### src/rtl/riscv_lsu.sv
// RV32I load/store unit: loads 3 cycles, SW 2 cycles, SB/SH read-modify-write 4 cycles, errors 1 cycle to rsp_valid.
// One access in flight; req_ready only in IDLE. Optional misalignment trap: define LSU_MISALIGN_TRAP_EN.
module riscv_lsu #(
   parameter logic [31:0] BASE = 32'h8000_0000,
   parameter int          AW   = 12
) (
   input  logic          clk,
   input  logic          reset,
   input  logic          req_valid,
   output logic          req_ready,
   input  logic          req_we,
   input  logic [2:0]    req_fun3,
   input  logic [31:0]   req_addr,
   input  logic [31:0]   req_wdata,
   output logic          rsp_valid,
   output logic [31:0]   rsp_rdata,
   output logic          rsp_err,
   output logic [AW-1:0] mem_addr,
   output logic          mem_re,
   output logic          mem_we,
   output logic [31:0]   mem_wdata,
   input  logic [31:0]   mem_rdata
);

   typedef enum logic [2:0] {
      S_IDLE = 3'd0,
      S_RD   = 3'd1,
      S_MRG  = 3'd2,
      S_WR   = 3'd3,
      S_RSP  = 3'd4
   } state_t;

   state_t        r_state;
   state_t        w_next;

   logic          r_we;
   logic [2:0]    r_fun3;
   logic [1:0]    r_lane;
   logic [31:0]   r_wdata;
   logic [31:0]   r_rdata;
   logic          r_err;
   logic [AW-1:0] r_mem_addr;
   logic [31:0]   r_mem_wdata;

   logic          w_accept;
   logic [AW-1:0] w_word_idx;
   logic          w_fun3_ok;
   logic          w_misalign;
   logic          w_err;
   logic [1:0]    w_lane;
   logic [7:0]    w_byte;
   logic [15:0]   w_half;
   logic [31:0]   w_load_ext;
   logic [31:0]   w_merge;

   assign w_accept   = req_valid & req_ready;
   // Window-relative word index; out-of-window addresses simply wrap.
   assign w_word_idx = AW'((req_addr - BASE) >> 2);

   always_comb begin
      w_fun3_ok = 1'b0;
      if (req_we) begin
         w_fun3_ok = (req_fun3 == 3'b000) || (req_fun3 == 3'b001) || (req_fun3 == 3'b010);
      end else begin
         w_fun3_ok = (req_fun3 == 3'b000) || (req_fun3 == 3'b001) || (req_fun3 == 3'b010) ||
                     (req_fun3 == 3'b100) || (req_fun3 == 3'b101);
      end
   end

   assign w_misalign = ((req_fun3[1:0] == 2'b01) && req_addr[0]) ||
                       ((req_fun3[1:0] == 2'b10) && (req_addr[1:0] != 2'b00));

`ifdef LSU_MISALIGN_TRAP_EN
   assign w_err = !w_fun3_ok || w_misalign;
`else
   assign w_err = !w_fun3_ok;
`endif

   // Lane is force-aligned to the access width; in trap builds misaligned ones never use it.
   always_comb begin
      w_lane = req_addr[1:0];
      case (req_fun3[1:0])
         2'b01:   w_lane = {req_addr[1], 1'b0};
         2'b10:   w_lane = 2'b00;
         default: w_lane = req_addr[1:0];
      endcase
   end

   always_comb begin
      w_byte = mem_rdata[7:0];
      case (r_lane)
         2'd1:    w_byte = mem_rdata[15:8];
         2'd2:    w_byte = mem_rdata[23:16];
         2'd3:    w_byte = mem_rdata[31:24];
         default: w_byte = mem_rdata[7:0];
      endcase
      w_half = r_lane[1] ? mem_rdata[31:16] : mem_rdata[15:0];
   end

   always_comb begin
      w_load_ext = mem_rdata;
      case (r_fun3)
         3'b000:  w_load_ext = {{24{w_byte[7]}}, w_byte};
         3'b001:  w_load_ext = {{16{w_half[15]}}, w_half};
         3'b100:  w_load_ext = {24'd0, w_byte};
         3'b101:  w_load_ext = {16'd0, w_half};
         default: w_load_ext = mem_rdata;
      endcase
   end

   always_comb begin
      w_merge = mem_rdata;
      if (r_fun3[1:0] == 2'b00) begin
         case (r_lane)
            2'd0:    w_merge[7:0]   = r_wdata[7:0];
            2'd1:    w_merge[15:8]  = r_wdata[7:0];
            2'd2:    w_merge[23:16] = r_wdata[7:0];
            default: w_merge[31:24] = r_wdata[7:0];
         endcase
      end else if (r_fun3[1:0] == 2'b01) begin
         if (r_lane[1]) begin
            w_merge[31:16] = r_wdata[15:0];
         end else begin
            w_merge[15:0]  = r_wdata[15:0];
         end
      end
   end

   always_comb begin
      w_next = r_state;
      case (r_state)
         S_IDLE: begin
            if (w_accept) begin
               if (w_err) begin
                  w_next = S_RSP;
               end else if (req_we && (req_fun3[1:0] == 2'b10)) begin
                  w_next = S_WR;
               end else begin
                  w_next = S_RD;
               end
            end
         end
         S_RD:    w_next = S_MRG;
         S_MRG:   w_next = r_we ? S_WR : S_RSP;
         S_WR:    w_next = S_RSP;
         S_RSP:   w_next = S_IDLE;
         default: w_next = S_IDLE;
      endcase
   end

   always_ff @(posedge clk) begin
      if (reset) begin
         r_state     <= S_IDLE;
         r_we        <= 1'b0;
         r_fun3      <= 3'd0;
         r_lane      <= 2'd0;
         r_wdata     <= 32'd0;
         r_rdata     <= 32'd0;
         r_err       <= 1'b0;
         r_mem_addr  <= '0;
         r_mem_wdata <= 32'd0;
      end else begin
         r_state <= w_next;
         if (w_accept) begin
            r_we        <= req_we;
            r_fun3      <= req_fun3;
            r_lane      <= w_lane;
            r_wdata     <= req_wdata;
            r_rdata     <= 32'd0;
            r_err       <= w_err;
            r_mem_addr  <= w_word_idx;
            r_mem_wdata <= req_wdata;
         end else if (r_state == S_MRG) begin
            if (r_we) begin
               r_mem_wdata <= w_merge;
            end else begin
               r_rdata <= w_load_ext;
            end
         end
      end
   end

   assign req_ready = (r_state == S_IDLE);
   assign mem_re    = (r_state == S_RD);
   assign mem_we    = (r_state == S_WR);
   assign rsp_valid = (r_state == S_RSP);
   assign rsp_rdata = r_rdata;
   assign rsp_err   = r_err;
   assign mem_addr  = r_mem_addr;
   assign mem_wdata = r_mem_wdata;

endmodule
### config.mk
export PLATFORM = sky130hd
export DESIGN_NAME = riscv_lsu
export DESIGN_NICKNAME = d
export VERILOG_FILES = /design/src/rtl/riscv_lsu.sv
export SDC_FILE = /design/constraint.sdc
export NUM_CORES = 1
export LEC_CHECK = 0
export CAP_MARGIN = 5
export CELL_PAD_IN_SITES_DETAIL_PLACEMENT = 1
export CELL_PAD_IN_SITES_GLOBAL_PLACEMENT = 1
export CORE_UTILIZATION = 32
export DETAILED_ROUTE_END_ITERATION = 16
export GPL_TIMING_DRIVEN = 0
export PLACE_DENSITY_LB_ADDON = 0.12
export SYNTH_ARGS = -nofsm -noshare
export SYNTH_HDL_FRONTEND = slang
export SYNTH_SLANG_ARGS = --single-unit
### constraint.sdc
create_clock -name clk -period 1.9 [get_ports clk]
set_input_delay 0.19 -clock clk [delete_from_list [all_inputs] [get_ports clk]]
set_output_delay 0.19 -clock clk [all_outputs]
set_load 0.005 [all_outputs]
==> metrics.csv <==
stage,metric,value,unit
synthesis,synth_area,5160,um^2
global_route,antenna_found_initial,0,
placed_design,place_congestion,0.874,
floorplanning,core-area,15800,um^2
global_route,grt_max_degree,17,
synthesis,syn-mean-instance-area,7.93,um^2
global_route,overflow,0,
synthesis,yosysTopAreaCellShare,0.396,
synthesis,synth_top_cell_by_area,dfxtp_1,
detailed_routing,dr_wl_met3,1210,um
detailed_routing,routed.top_layer,met4,
layout,layout-drive-gt1-share,0.129,
layout,num-nets-final,937,
detailed_routing,dr.first_iter.drc_count,374,
global_route,grt_use_total,0.279,
synthesis,synthCells,651,
clock_tree,clock_latency,0.36,ns
floorplanning,rows,46,
floorplanning,die-area,16600,um^2
global_route,grt_pass1_vias,5890,
sta,final-setup-viol-count,0,
sta,clock_skew,0.00694,ns
layout,nFillCells,1870,
critical_path,endpoint_kind,primary output,
run,maxCapViolations,0,
synthesis,synth_flop_cell,dfxtp_1,
placed_design,dp_slack,-0.561,ns
detailed_routing,via_per_inst,5.59,
hold_path,hp-class,input port to flop,
layout,register_area,2050,um^2
pwr,leakagePower,2.86,nW
sta,fmax,0.544,GHz
detailed_routing,wl_per_cell,22.1,um
clock_tree,clk_pin_slew_worst_paths,0.07,ns
clock_tree,ctsHoldBuffers,0,
placed_design,port-buffer-count,164,
sta,fin_crit_sh,0.967,
layout,area_growth,47.2,%
synthesis,synth_nets,757,
critical_path,cp.required,1.71,ns
clock_tree,clock_path_buffers,2,
layout,n_antenna_cell,0,
sta,worst_hold_slack,0.375,ns
critical_path,crit_type,flop to primary output,
clock_tree,cts_made_buffers,9,
layout,multi_input_area,2950,um^2
detailed_routing,drt-pass1-iter-count,5,
sta,final.min_clock_period,1.84,ns
floorplanning,chipWidth,129,um
pwr,irDropWorstVdd,0.430,mV
placed_design,dpl_cell_area,7070,um^2
detailed_routing,dr_wl_met2,11200,um
detailed_routing,ant_nets,0,
clock_tree,cts_num_sinks,102,
sta,tns,0,ns
synthesis,synth_edf_count,0,
floorplanning,dieHeight,129,um
sta,hold_viol,0,
outcome,run_status,"complete, no violations",
synthesis,synthTopCellsByArea,"dfxtp_1 40%, nand2_1 10%, a21oi_1 6.1%, o21ai_0 6.1%, a211oi_1 3.5%",
sta,slew_headroom,0.579,
critical_path,arrival,1.65,ns
clock_tree,h-tree-depth,3,
detailed_routing,met1Wirelength,10200,um
synthesis,yosys_register_bits,102,
global_route,grt_pass1_wl,34300,um
detailed_routing,routed_wl,23300,um
sta,final_max_slew_viol_count,0,
sta,worst_slew_pin_slew,0.631,ns
placed_design,dp_cells,1031,
synthesis,synth-warning-count,0,
synthesis,async_flop_share,0,
layout,fin_area,7590,um^2
placed_design,dpl.hpwl,18200,um
floorplanning,initial_core_util,0.326,
layout,fin_cells,1052,
floorplanning,io_pins,184,
detailed_routing,num_vias,5877,
synthesis,ys_seq_area_frac,0.396,
critical_path,crit_fanout,10,
synthesis,ys_types,49,
detailed_routing,drc,0,
clock_tree,root_buffer,clkbuf_16,
sta,rsz0062_at_grt,yes,
sta,finalWorstSetupSlack,0.0625,ns
pwr,powerDensity,786,nW/um^2
critical_path,critPathLaunchType,flop,
clock_tree,tritoncts,done,
-- sequential cells by signal, indices dropped and copies added, names as in the netlist --
signal     count
rsp_err        1
rsp_rdata     32
r_lane         2
r_wdata       16
r_fun3         3
mem_wdata     32
mem_addr      12
r_we           1
r_state        3
-- logic make-up (layout without fill, tap and decap cells) --
family,Yosys count,after routing,synth area share
flip-flops,102,102,0.396
adder cells (fa/ha/maj),3,3,0.00728
buffers and inverters,72,257,0.0592
AND/OR/NAND/NOR,222,222,0.204
AO/OA/AOI/OAI,229,229,0.282
multiplexers,23,23,0.0519
-- cell usage after synthesis (12+ instances only) --
| cell type | count |
|---|---|
| a211oi_1 | 24 |
| a21oi_1 | 63 |
| a31oi_1 | 17 |
| a32o_1 | 14 |
| and3_1 | 16 |
| buf_2 | 19 |
| clkbuf_1 | 35 |
| dfxtp_1 | 102 |
| inv_1 | 12 |
| nand2_1 | 140 |
| nor2_1 | 23 |
| o21ai_0 | 63 |
| o32ai_1 | 16 |
-- repair_timing --
item,in CTS,in global routing
pin swaps,3,3
resized for setup,25,46
setup endpoints to repair,68,82
buffers inserted,4,3
-- metrics by stage --
step                utilization  power, W
finish                    0.480   0.00597
global route              0.480   0.00624
CTS                       0.472   0.00595
detailed placement        0.447   0.00410
global placement          0.447   0.00406
floorplan                     -   0.00323
-- worst max-delay path, stage by stage (launching register included) --
cell,delay [ns]
dfxtp_2,0.34
buf_6,0.15
nor3_2,0.25
clkdlybuf4s50_1,0.55
-- metal layers --
layer,up-vias,GRT usage
met5,-,0
met4,0,0.118
met3,42,0.0424
met2,213,0.476
met1,2904,0.351
li1,2718,-
-- where the power goes --
| part | internal [W] | switching [W] | leakage [nW] | total, W |
|---|---|---|---|---|
| Combinational | 0.000804 | 0.000917 | 1.90 | 0.00172 |
| Sequential | 0.00232 | 0.000141 | 0.836 | 0.00246 |
| Clock | 0.000932 | 0.000863 | 0.133 | 0.00179 |
-- layout make-up --
type | instances | area share
buffer | 57 | 0.0392
clock buffer | 12 | 0.0325
clock inverter | 4 | 0.00395
inverter | 13 | 0.00643
multi-input combinational | 477 | 0.388
sequential | 102 | 0.269
tap | 216 | 0.0356
timing repair buffer | 171 | 0.225
-- path summary, 6_finish.rpt --
check | from | endpoint | slack (ns) | cells past startpoint
setup / recovery | r_state[2] | req_ready | 0.06 | 3
hold / removal | req_addr[2] | mem_addr[0] | 0.37 | 3
setup reg to reg | r_state[1] | rsp_rdata[12] | 0.08 | 4
hold reg to reg | mem_addr[7] | mem_addr[7] | 0.47 | 2
-- cells in the final DEF (no fill, tap or decap), types with 11 or more instances in the layout --
cell             Yosys  final
mux2i_1             11     11
a31oi_1             17     17
nor2_1              23     19
a21oi_1             63     63
o32ai_1             16     15
a32o_1              14     14
clkbuf_2             0     17
clkdlybuf4s50_1      0    164
nand2_1            140    139
dfxtp_1            102     99
a211oi_2             0     14
inv_1               12     12
clkbuf_1            35     16
o21ai_0             63     63
buf_2               19     17
and3_1              16     16
No activity file was read; power rests on OpenSTA's default activity.
